**src/rtl/penf_pkg.sv**
```systemverilog
// Shared definitions for the one-hot term collector: FSM state encoding and
// width helpers used to size the index and count fields.
package penf_pkg;

  typedef enum logic {
    COLLECT = 1'b0,
    HOLD    = 1'b1
  } state_e;

  // Width of a binary bit index into a vector of 'width' bits (never below 1).
  function automatic int idx_width(input int width);
    return (width > 1) ? $clog2(width) : 1;
  endfunction

  // Width needed to hold a count from 0 up to and including 'width'.
  function automatic int cnt_width(input int width);
    return $clog2(width + 1);
  endfunction

endpackage

```
**src/rtl/onehot_to_index.sv**
```systemverilog
// Combinational one-hot to binary index encoder. Each set bit ORs its index
// into the result, so a true one-hot input yields its exact bit position and
// an all-zero input yields zero.
module onehot_to_index
  import penf_pkg::*;
#(
  parameter int WIDTH = 29,
  parameter int IDX_W = idx_width(WIDTH)
) (
  input  logic [WIDTH-1:0] onehot,
  output logic [IDX_W-1:0] idx_out
);

  // OR together the positions of all set bits.
  always_comb begin
    idx_out = '0;
    for (int i = 0; i < WIDTH; i++) begin
      if (onehot[i]) begin
        idx_out = idx_out | IDX_W'(i);
      end
    end
  end

endmodule

```
**src/rtl/onehot_term_collector.sv**
```systemverilog
// One-hot term collector: accumulates a sequence of one-hot terms into their
// OR, counts the nonzero terms and records the index of the first one. The
// result is held until the consumer takes it.
// Optional feature: define PENF_ONEHOT_CHECK_EN to enable the sticky protocol
// error flag (multi-bit term, zero term without last, non-descending order).
module onehot_term_collector
  import penf_pkg::*;
#(
  parameter int WIDTH = 29,
  localparam int IDX_W = idx_width(WIDTH),
  localparam int CNT_W = cnt_width(WIDTH)
) (
  input  logic             clk,
  input  logic             rst,
  input  logic             in_valid,
  output logic             in_ready,
  input  logic [WIDTH-1:0] oh_in,
  input  logic             last_in,
  output logic             out_valid,
  input  logic             out_ready,
  output logic [WIDTH-1:0] vec_out,
  output logic [CNT_W-1:0] count_out,
  output logic [IDX_W-1:0] msb_idx_out,
  output logic             err_out
);

  localparam logic [CNT_W-1:0] COUNT_MAX = CNT_W'(WIDTH);

  state_e           state_q, state_d;
  logic [WIDTH-1:0] vec_q, vec_d;
  logic [CNT_W-1:0] count_q, count_d;
  logic [IDX_W-1:0] idx_q, idx_d;

  logic             in_hs;
  logic             term_nz;
  logic [IDX_W-1:0] term_idx;

  assign in_hs   = in_valid && (state_q == COLLECT);
  assign term_nz = |oh_in;

  onehot_to_index #(
    .WIDTH (WIDTH),
    .IDX_W (IDX_W)
  ) u_enc (
    .onehot  (oh_in),
    .idx_out (term_idx)
  );

  // State register; reset abandons any partially collected sequence.
  always_ff @(posedge clk or posedge rst) begin
    if (rst) begin
      state_q <= COLLECT;
    end else begin
      state_q <= state_d;
    end
  end

  // Next state: the last term moves to HOLD, the output handshake returns.
  always_comb begin
    state_d = state_q;
    unique case (state_q)
      COLLECT: if (in_hs && last_in) state_d = HOLD;
      HOLD:    if (out_ready)        state_d = COLLECT;
      default: state_d = COLLECT;
    endcase
  end

  // Handshake flags depend on state only.
  always_comb begin
    in_ready  = (state_q == COLLECT);
    out_valid = (state_q == HOLD);
  end

  // Accumulator update: OR in terms, count nonzero ones, capture first index.
  always_comb begin
    vec_d   = vec_q;
    count_d = count_q;
    idx_d   = idx_q;
    if (in_hs) begin
      vec_d = vec_q | oh_in;
      if (term_nz) begin
        if (count_q < COUNT_MAX) begin
          count_d = count_q + 1'b1;
        end
        if (count_q == '0) begin
          idx_d = term_idx;
        end
      end
    end else if ((state_q == HOLD) && out_ready) begin
      vec_d   = '0;
      count_d = '0;
      idx_d   = '0;
    end
  end

  // Accumulator registers, which also serve directly as the outputs.
  always_ff @(posedge clk or posedge rst) begin
    if (rst) begin
      vec_q   <= '0;
      count_q <= '0;
      idx_q   <= '0;
    end else begin
      vec_q   <= vec_d;
      count_q <= count_d;
      idx_q   <= idx_d;
    end
  end

  assign vec_out     = vec_q;
  assign count_out   = count_q;
  assign msb_idx_out = idx_q;

`ifdef PENF_ONEHOT_CHECK_EN
  logic             err_q, err_d;
  logic [IDX_W-1:0] prev_idx_q, prev_idx_d;
  logic             multi_bit;
  logic             order_bad;

  assign multi_bit = |(oh_in & (oh_in - WIDTH'(1)));
  assign order_bad = term_nz && (count_q != '0) && !(term_idx < prev_idx_q);

  // Sticky error and the index of the most recent nonzero term.
  always_comb begin
    err_d      = err_q;
    prev_idx_d = prev_idx_q;
    if (in_hs) begin
      if (multi_bit || (!term_nz && !last_in) || order_bad) begin
        err_d = 1'b1;
      end
      if (term_nz) begin
        prev_idx_d = term_idx;
      end
    end else if ((state_q == HOLD) && out_ready) begin
      err_d      = 1'b0;
      prev_idx_d = '0;
    end
  end

  // Error-tracking registers.
  always_ff @(posedge clk or posedge rst) begin
    if (rst) begin
      err_q      <= 1'b0;
      prev_idx_q <= '0;
    end else begin
      err_q      <= err_d;
      prev_idx_q <= prev_idx_d;
    end
  end

  assign err_out = err_q;
`else
  assign err_out = 1'b0;
`endif

endmodule
```
**config.mk**
```make
export PLATFORM = sky130hd
export DESIGN_NAME = onehot_term_collector
export DESIGN_NICKNAME = d
export VERILOG_FILES = /design/src/rtl/penf_pkg.sv /design/src/rtl/onehot_to_index.sv /design/src/rtl/onehot_term_collector.sv
export SDC_FILE = /design/constraint.sdc
export NUM_CORES = 1
export LEC_CHECK = 0
export CORE_AREA = 2 2 66 68
export DETAILED_ROUTE_END_ITERATION = 7
export DIE_AREA = 0 0 68 70
export GPL_ROUTABILITY_DRIVEN = 0
export PLACE_DENSITY = 0.84
export RECOVER_POWER = 50
export SLEW_MARGIN = 0
export SYNTH_ARGS = -nofsm -noshare
export SYNTH_HDL_FRONTEND = slang
export SYNTH_SLANG_ARGS = --single-unit
```
**constraint.sdc**
```tcl
create_clock -name clk -period 4.5 [get_ports clk]
set_input_delay 0.9 -clock clk [delete_from_list [all_inputs] [get_ports clk]]
set_output_delay 0.9 -clock clk [all_outputs]
set_load 0.03 [all_outputs]
```
==> reports/metrics.cfg, run 1 <==
[status]
status=finished with violations
violations=max-capacitance violations, max-slew violations

[critical_path]
worstPathCellList=dlygate4sd3_1, inv_1, clkbuf_1
ff2ff_path_depth=4
r2r_start=out_valid
path_class=in2async
r2r_setup_slack_ns=2.23
crit_slowest_cell=clkbuf_1
crit_path_start_kind=input pin
cp-end-kind=async pin
critPathMaxStageDelay_ns=1.49
critical_path_arrival_ns=3.00
path_max_fanout=40
reg2reg_to=msb_idx_out[0]
crit_required_ns=4.48

[logic_synthesis]
async_reset_ff_share_pct=100
synth_top_family_by_area=compound AO/OA/AOI/OAI gates
synth_area_leaders=dfrtp_1, a22o_1, mux2_1, nor4_1, nand2_1
syn_area_per_cell_um2=11.8
synthSimpleGateAreaFrac_pct=15.5
ys_ff_latch=40
synth.top_cell.area_share_pct=56.6
yosysTopAreaCell=dfrtp_1
synth_edf_count=0
synthesis.area_um2=1770
synth_adder_area_share_pct=1.42
synthMuxAreaShare_pct=3.68
synth_xor_area_share_pct=0
synth_cell_type_count=33
syn-num-nets=186
yosysSeqAreaShare_pct=56.6
synth-compound-area-share_pct=19.7
synth_ff_type=dfrtp_1
synth_most_common_cell=dfrtp_1
syn_inst=150
yosysWarnings=0
synthTopCellsByCount=dfrtp_1, a22o_1, nand2_1

[grt]
grt_pass1_wl_um=7530
grt_pass1_vias=1465
grt_use_total_pct=21.4
overflow=0
grt_max_degree=41
antenna_found_initial=0

[sta]
setup_viol=0
final-max-slew-violation-count=41
rsz0062_at_grt=no
fin_worst_skew_ns=0.00528
fin_crit_sh_pct=67.0
clock.fmax_mhz=331
tns_ns=0
layout_min_cycle_time_ns=3.02
finalHoldViolations=0
max_slew_margin_pct=-40.0
tightestPinTransition_ns=2.10

[cts]
insertion_delay_ns=0.29
cts.path.max_buffers=2
cts_buffers=5
ctsHoldBuffers=0
root_buffer=clkbuf_8
htree_levels=2
cts_setup_buffers=0
cts_tree=built
path_clk_slew_ns=0.07
clock_sinks=40
postCtsResizedCells=0

[detailed_routing]
wire_per_inst_um=16.6
firstDrtPassIters=4
drt_iter0_markers=131
routed-via-count=1532
ant_nets=0
wl_um=4620
route.detailed.drc=0
vias_per_cell=5.51

[final_layout]
fillers=336
final_cells=278
synthToLayoutAreaGrowth_pct=49.3
antenna_cells=0
nets=262
drive_above_1_share_pct=6.64

[pwr]
p_clk_share_pct=17.6
p_sw_share_pct=37.7
ir_drop_mv=0.316
internal_power_uw=794
pwr-share-comb_pct=42.6
p_leak_nw=1.13
pwr-share-seq_pct=39.8
powerDensity_nw_per_um2=483
switching_power_uw=480

[min_path]
min-delay-start=vec_out[12]
min_to=vec_out[12]
hold_depth=1
hold_class=reg2reg

[die]
io_pins=76
start_util_pct=42.7
core_area_um2=4140
dieHeight_um=70
die_w_um=68
dieArea_um2=4760
core.rowCount=24

[place]
io_buffers=74
place_inst=271
hpwlAfterDp_um=3450

[run]
maxCapViolations=1

power by group through the flow:
| stage | Sequential, mW | Clock (mW) | Combinational [mW] |
|---|---|---|---|
| after floorplan | 0.681 | 0 | 0.130 |
| after global placement | 0.513 | 0 | 0.548 |
| after detailed placement | 0.512 | 0 | 0.554 |
| after CTS | 0.507 | 0.229 | 0.556 |
| after global routing | 0.517 | 0.243 | 0.575 |
| final | 0.507 | 0.224 | 0.543 |
metal layers:
metal	routed length (µm)	share of wire (%)	global-route usage [%]
met1	1990	43	29.4
met2	2210	48	32.9
met3	340	7.4	5.48
met4	78	1.7	6.67
met5	0	0	0
cell type report:
type	count	area (µm²)	area share, %
sequential	40	1000	37.9
timing repair buffer	77	759	28.8
clock inverter	2	12.5	0.474
inverter	4	15.0	0.569
clock buffer	5	68.8	2.61
multi-input combinational	98	717	27.2
tap	52	65.1	2.47
critical path: cells and delay by family:
kind / cells / cell delay, ns
buffers and inverters: 3 / 2.07
how the worst max path moves through the flow:
| stage | slack (ns) | start | end | cells past startpoint |
|---|---|---|---|---|
| 2_1_floorplan | 2.08 | oh_in[15] | msb_idx_out[0] | 5 |
| 3_3_place_gp | 1.50 | oh_in[15] | msb_idx_out[0] | 6 |
| 3_5_place_dp | 1.47 | oh_in[15] | msb_idx_out[0] | 6 |
| 4_1_cts | 1.77 | oh_in[15] | msb_idx_out[0] | 6 |
| 5_1_grt | 0.96 | rst | count_out[0] | 3 |
| 6_report | 1.48 | rst | vec_out[13] | 3 |
flip-flops by register name, indices dropped and copies added, names as in the netlist:
name / cells
vec_out: 29
msb_idx_out: 5
count_out: 5
out_valid: 1
cell families after synthesis:
group           after synthesis
mux                           6
compound gates               42
simple gates                 47
other cells                   1
fa+ha+maj                     2
buf+inv                      12
flops                        40
stage by stage:
step                      setup slack (ns)  total power [mW]  hold WS [ns]  utilization (%)  cell area (µm²)
after floorplan                       2.08             0.812         0.688                -             1770
after global routing                 0.962              1.34         0.506             63.7             2640
after CTS                             1.77              1.29         0.504             63.8             2650
final                                 1.48              1.27         0.496             63.7             2640
after detailed placement              1.47              1.07         0.482             61.9             2560
after global placement                1.50              1.06         0.477             61.9             2560
cells in the final DEF (no fill, tap or decap), types with 2 or more instances in the layout:
master,n
clkdlybuf4s50_1,64
dfrtp_1,40
a22o_1,30
nand2_1,11
nor2_1,10
dlygate4sd3_1,10
nor4_1,7
clkbuf_8,5
inv_1,4
a21oi_1,4
mux2_1,4
or4_1,3
nor3_1,3
nor2b_1,2
o21ai_1,2
and4_1,2
a41oi_1,2
nand3_1,2
mux2i_1,2
ha_1,2
buf_4,2
Note: power is estimated with default switching activity, not from simulation.
==> run 2, diff against run 1 <==
--- a/config.mk
+++ b/config.mk
@@ -5,11 +5,11 @@
 export SDC_FILE = /design/constraint.sdc
 export NUM_CORES = 1
 export LEC_CHECK = 0
-export CORE_AREA = 2 2 66 68
+export CORE_AREA = 2 2 72 74
 export DETAILED_ROUTE_END_ITERATION = 7
-export DIE_AREA = 0 0 68 70
+export DIE_AREA = 0 0 74 76
 export GPL_ROUTABILITY_DRIVEN = 0
-export PLACE_DENSITY = 0.84
+export PLACE_DENSITY = 0.75
 export RECOVER_POWER = 50
 export SLEW_MARGIN = 0
 export SYNTH_ARGS = -nofsm -noshare
==> constraint.sdc (replaced) <==
create_clock -name clk -period 2.6 [get_ports clk]
set_input_delay 0.52 -clock clk [delete_from_list [all_inputs] [get_ports clk]]
set_output_delay 0.52 -clock clk [all_outputs]
set_load 0.03 [all_outputs]
==> reports/metrics.cfg, run 2 (same netlist as run 1, synthesis figures left out) <==
[status]
status=finished clean

[pwr]
switching_power_uw=847  ; +76%
finalPower_mw=2.27  ; +78%
p_sw_share_pct=37.3  ; -0.42 points
powerDensity_nw_per_um2=828  ; +71%
p_clk_share_pct=19.0  ; +1.4 points
p_leak_nw=1.18  ; +4.4%
pwr-share-seq_pct=38.8  ; -1.0 points
internal_power_mw=1.43  ; +80%
ir_drop_mv=0.388  ; +23%
pwr-share-comb_pct=42.2  ; -0.4 points

[final_layout]
final_core_util_pct=55.9  ; -7.8 points
drive_above_1_share_pct=11.0  ; +4.4 points
final_cell_mix=clkdlybuf4s50_1, dfrtp_1, a22o_1, nand2_1
final_common_cell=clkdlybuf4s50_1
largest_reg_flops=29  ; unchanged
antenna_cells=0  ; unchanged
nets=271  ; +3.4%
synthToLayoutAreaGrowth_pct=55.2
final_cells=306  ; +10%

[detailed_routing]
vias_per_cell=5.00  ; -9.3%
route.detailed.drc=0  ; unchanged
wl_um=4820  ; +4.3%
ant_nets=0  ; unchanged
wire_per_inst_um=15.7  ; -5.2%
routed-via-count=1530  ; -0.13%
firstDrtPassIters=4  ; unchanged
drt_iter0_markers=91  ; -31%

[sta]
tightestPinTransition_ns=0.988  ; -1.11 ns
tns_ns=0  ; unchanged
clock.fmax_mhz=434
layout_min_cycle_time_ns=2.30
final-max-slew-violation-count=0  ; -100%
finalHoldViolations=0  ; unchanged
setup_viol=0  ; unchanged
fin_crit_sh_pct=88.6
max_slew_margin_pct=34.2  ; +74 points
rsz0062_at_grt=no
fin_worst_skew_ns=0.00740  ; +0.00212 ns

[cts]
cts.path.max_buffers=2  ; unchanged
cts_setup_buffers=0  ; unchanged
cts_buffers=5  ; unchanged
clock_sinks=40  ; unchanged
path_clk_slew_ns=0.08  ; about the same
ctsHoldBuffers=0  ; unchanged
htree_levels=2  ; unchanged
cts_tree=built
insertion_delay_ns=0.29  ; about the same
root_buffer=clkbuf_8
postCtsResizedCells=0  ; unchanged

[grt]
grt_use_total_pct=18.3  ; -3.0 points
grt_pass1_vias=1558  ; +6.3%
overflow=0  ; unchanged
grt_max_degree=41  ; unchanged
antenna_found_initial=0  ; unchanged
grt_pass1_wl_um=7860  ; +4.3%

[critical_path]
crit_required_ns=2.83  ; -1.65 ns
path_max_fanout=27  ; -33%
critical_path_arrival_ns=2.54  ; -0.46 ns
cpMostUsedCell=nand2_1
crit_path_start_kind=input pin
path_class=in2reg
cp-end-kind=flip-flop
critPathMaxStageDelay_ns=0.59  ; -0.90 ns
crit_slowest_cell=nor2b_1
worstPathCellList=dlygate4sd3_1, nor2b_1, clkbuf_2, nand2_1, nand2_1, a22o_1

[run]
maxCapViolations=0  ; -1

[die]
io_pins=76  ; unchanged
dieArea_um2=5620  ; +18%
start_util_pct=36.0  ; -6.7 points
core_area_um2=4910  ; +19%
dieHeight_um=76  ; +8.6%
die_w_um=74  ; +8.8%
core.rowCount=26  ; +8.3%

[place]
hpwlAfterDp_um=3620  ; +5.0%
io_buffers=74  ; unchanged
place_inst=298  ; +10%

[min_path]
hold_class=reg2reg

-- run 2: worst paths after layout --
path / from / endpoint / slack (ns) / cells after the start
min in group asynchronous: rst / vec_out[26] / 0.96 / 3
hold reg to reg: vec_out[18] / vec_out[18] / 0.50 / 1
setup / recovery: in_valid / msb_idx_out[4] / 0.30 / 6
hold / removal: vec_out[18] / vec_out[18] / 0.50 / 1
max in group asynchronous: rst / vec_out[12] / 1.01 / 3
setup reg to reg: count_out[0] / msb_idx_out[0] / 0.61 / 6
-- run 2: area by class of cell --
cell class,count,area [µm²]
fill,423,2170
sequential,40,1000
timing repair buffer,86,826
multi-input combinational,98,717
tap,70,87.6
clock buffer,6,82.6
clock inverter,2,15.0
inverter,4,15.0
-- run 2: power groups by stage --
stage	clock [mW]	sequential [mW]	combinational, mW
floorplan	0	1.18	0.225
global placement	0	0.892	0.957
detailed placement	0	0.890	0.970
CTS	0.445	0.883	0.970
global route	0.476	0.902	1.02
finish	0.432	0.881	0.959
-- run 2: worst max-delay path, delay by kind of cell --
family	cells	cell delay, ns
AOI/OAI and AO/OA	1	0.13
buffers and inverters	2	1.11
and+or+nand+nor	3	0.77
-- run 2: metal layers --
| metal | vias to the layer above | global-route usage, % | part of all wire [%] |
|---|---|---|---|
| li1 | 738 | - | - |
| met1 | 729 | 25.2 | 45 |
| met2 | 59 | 28.4 | 49 |
| met3 | 4 | 5.29 | 5.6 |
| met4 | 0 | 4.73 | 0.87 |
| met5 | - | 0 | 0 |
-- run 2: per-stage QoR --
stage,cell area (µm²),hold slack [ns],setup WS (ns)
5_1_grt,2740,0.523,0.138
3_3_place_gp,2650,0.483,0.0773
3_5_place_dp,2650,0.482,0.0239
2_1_floorplan,1770,0.616,0.557
6_report,2740,0.501,0.296
4_1_cts,2750,0.506,0.331
==> run 3, diff against run 2 <==
--- a/config.mk
+++ b/config.mk
@@ -5,11 +5,13 @@
 export SDC_FILE = /design/constraint.sdc
 export NUM_CORES = 1
 export LEC_CHECK = 0
-export CORE_AREA = 2 2 72 74
+export ABC_AREA = 1
+export CORE_AREA = 2 2 73 75
+export CTS_BUF_LIST = sky130_fd_sc_hd__clkbuf_8
 export DETAILED_ROUTE_END_ITERATION = 7
-export DIE_AREA = 0 0 74 76
+export DIE_AREA = 0 0 75 77
 export GPL_ROUTABILITY_DRIVEN = 0
-export PLACE_DENSITY = 0.75
+export PLACE_DENSITY = 0.76
 export RECOVER_POWER = 50
 export SLEW_MARGIN = 0
 export SYNTH_ARGS = -nofsm -noshare
==> reports/metrics.cfg, run 3 <==
[logic_synthesis]
synthTopCellsByCount=nand2_1, dfrtp_1, nor2_1
synth.top_cell.area_share_pct=52.3  ; -4.4 points
yosysWarnings=0  ; unchanged
syn_inst=222  ; +48%
synth_cell_type_count=25  ; -24%
synthesis.area_um2=1920  ; +8.4%
syn_area_per_cell_um2=8.63  ; -27%
synth_most_common_cell=nand2_1
synth_area_leaders=dfrtp_1, nand2_1, nor2_1, nand3_1, a22o_1
yosysTopAreaCell=dfrtp_1
synth_edf_count=0  ; unchanged
async_reset_ff_share_pct=100  ; unchanged
yosysSeqAreaShare_pct=52.3  ; -4.4 points
syn-num-nets=258  ; +39%
ys_ff_latch=40  ; unchanged
synth_ff_type=dfrtp_1

[pwr]
p_leak_nw=1.25  ; +6.3%
ir_drop_mv=0.357  ; -8.0%
powerDensity_nw_per_um2=765  ; -7.6%

[critical_path]
crit_required_ns=2.82  ; about the same
critical_path_arrival_ns=2.41  ; -0.13 ns
crit_path_start_kind=input pin
worstPathCellList=dlygate4sd3_1, nand2_1, clkbuf_1, a22o_1
path_max_fanout=27  ; unchanged
r2r_setup_slack_ns=0.78  ; +0.17 ns
crit_slowest_cell=clkbuf_1
critPathMaxStageDelay_ns=0.86  ; +0.27 ns
path_class=in2reg
cp-end-kind=flip-flop

[sta]
setup_viol=0  ; unchanged
fin_worst_skew_ns=0.00346  ; -0.00394 ns
rsz0062_at_grt=no
fin_crit_sh_pct=84.1  ; -4.5 points
tightestPinTransition_ns=1.12  ; +0.137 ns
final-max-slew-violation-count=0  ; unchanged
clock.fmax_mhz=457  ; +5.3%
finalHoldViolations=0  ; unchanged
layout_min_cycle_time_ns=2.19  ; -0.117 ns
max_slew_margin_pct=25.0  ; -9.1 points
tns_ns=0  ; unchanged

[cts]
clock_sinks=40  ; unchanged
postCtsResizedCells=0  ; unchanged
cts_setup_buffers=0  ; unchanged
root_buffer=clkbuf_8
ctsHoldBuffers=0  ; unchanged
path_clk_slew_ns=0.07  ; about the same
cts_buffers=5  ; unchanged
insertion_delay_ns=0.29  ; about the same
htree_levels=2  ; unchanged
cts.path.max_buffers=2  ; unchanged
cts_tree=built

[detailed_routing]
wire_per_inst_um=13.6  ; -14%
ant_nets=0  ; unchanged
firstDrtPassIters=4  ; unchanged
route.detailed.drc=0  ; unchanged
routed-via-count=1801  ; +18%
drt_iter0_markers=125  ; +37%
vias_per_cell=4.88  ; -2.4%
wl_um=5010  ; +4.1%

[die]
start_util_pct=38.5  ; +2.5 points
dieHeight_um=77  ; +1.3%
dieArea_um2=5780  ; +2.7%
io_pins=76  ; unchanged
die_w_um=75  ; +1.4%
core_area_um2=4980  ; +1.3%
core.rowCount=26  ; unchanged

[run]
maxCapViolations=0  ; unchanged

[final_layout]
largest_reg_flops=29  ; unchanged
antenna_cells=0  ; unchanged
drive_above_1_share_pct=7.36  ; -3.7 points
final_common_cell=clkdlybuf4s50_1
final_cells=369  ; +21%
nets=334  ; +23%
synthToLayoutAreaGrowth_pct=46.8
final_cell_mix=clkdlybuf4s50_1, nand2_1, dfrtp_1, nor2_1, inv_1

[grt]
overflow=0  ; unchanged
antenna_found_initial=0  ; unchanged
grt_pass1_wl_um=8160  ; +3.9%
grt_max_degree=41  ; unchanged
grt_use_total_pct=18.3  ; -0.049 points
grt_pass1_vias=1733  ; +11%

[place]
place_inst=361  ; +21%
hpwlAfterDp_um=3770  ; +4.3%
io_buffers=74  ; unchanged

[status]
status=finished clean

[min_path]
hold_class=reg2reg

run 3: path summary, 6_finish.rpt:
path,from,endpoint,cells after the start
worst max-delay path,out_ready,vec_out[10],4
worst min-delay path,msb_idx_out[4],msb_idx_out[4],2
worst max register to register,out_valid,vec_out[10],3
worst min register to register,msb_idx_out[4],msb_idx_out[4],2
max in group asynchronous,rst,vec_out[6],3
min in group asynchronous,rst,msb_idx_out[4],3
run 3: area by class of cell:
class | instances | area [µm²]
sequential | 40 | 1000
multi-input combinational | 152 | 795
fill | 455 | 2170
timing repair buffer | 76 | 749
clock buffer | 6 | 82.6
tap | 70 | 87.6
clock inverter | 2 | 10.0
inverter | 23 | 86.3
run 3: where the power goes:
group	internal [mW]	switching, mW
clock	0.211	0.203
sequential	0.759	0.0916
combinational	0.377	0.509
run 3: critical path, delay by kind of cell:
family / cells / cell delay [ns]
buffers and inverters: 2 / 1.40
AOI/OAI and AO/OA: 1 / 0.28
and+or+nand+nor: 1 / 0.20
run 3: stage by stage:
step	hold WS [ns]	area [µm²]	total power, mW	utilization [%]	setup slack, ns
floorplan	0.616	1920	1.35	-	1.08
global placement	0.463	2730	1.74	54.8	0.501
detailed placement	0.462	2730	1.75	54.8	0.462
CTS	0.480	2820	2.17	56.6	0.524
global route	0.503	2810	2.26	56.5	0.294
finish	0.474	2810	2.15	56.5	0.412
run 3: cell families (layout without fill, tap and decap cells):
kind of cell               Yosys count  after routing  synth area share, %
adders and majority gates            2              2                 1.31
and+or+nand+nor                    107            107                 24.4
xor gates and xnor gates             3              3                 1.37
DFF                                 40             40                 52.3
buffers and inverters               30            107                 6.27
AOI/OAI and AO/OA                   39             39                 14.2
other                                1              1                0.196
run 3: metal layers:
layer  wire [µm]  up-vias  track usage [%]
li1            -      883                -
met1        2280      851             25.0
met2        2330       59             28.2
met3         335        8             4.60
met4          62        0             5.71
met5           0        -                0
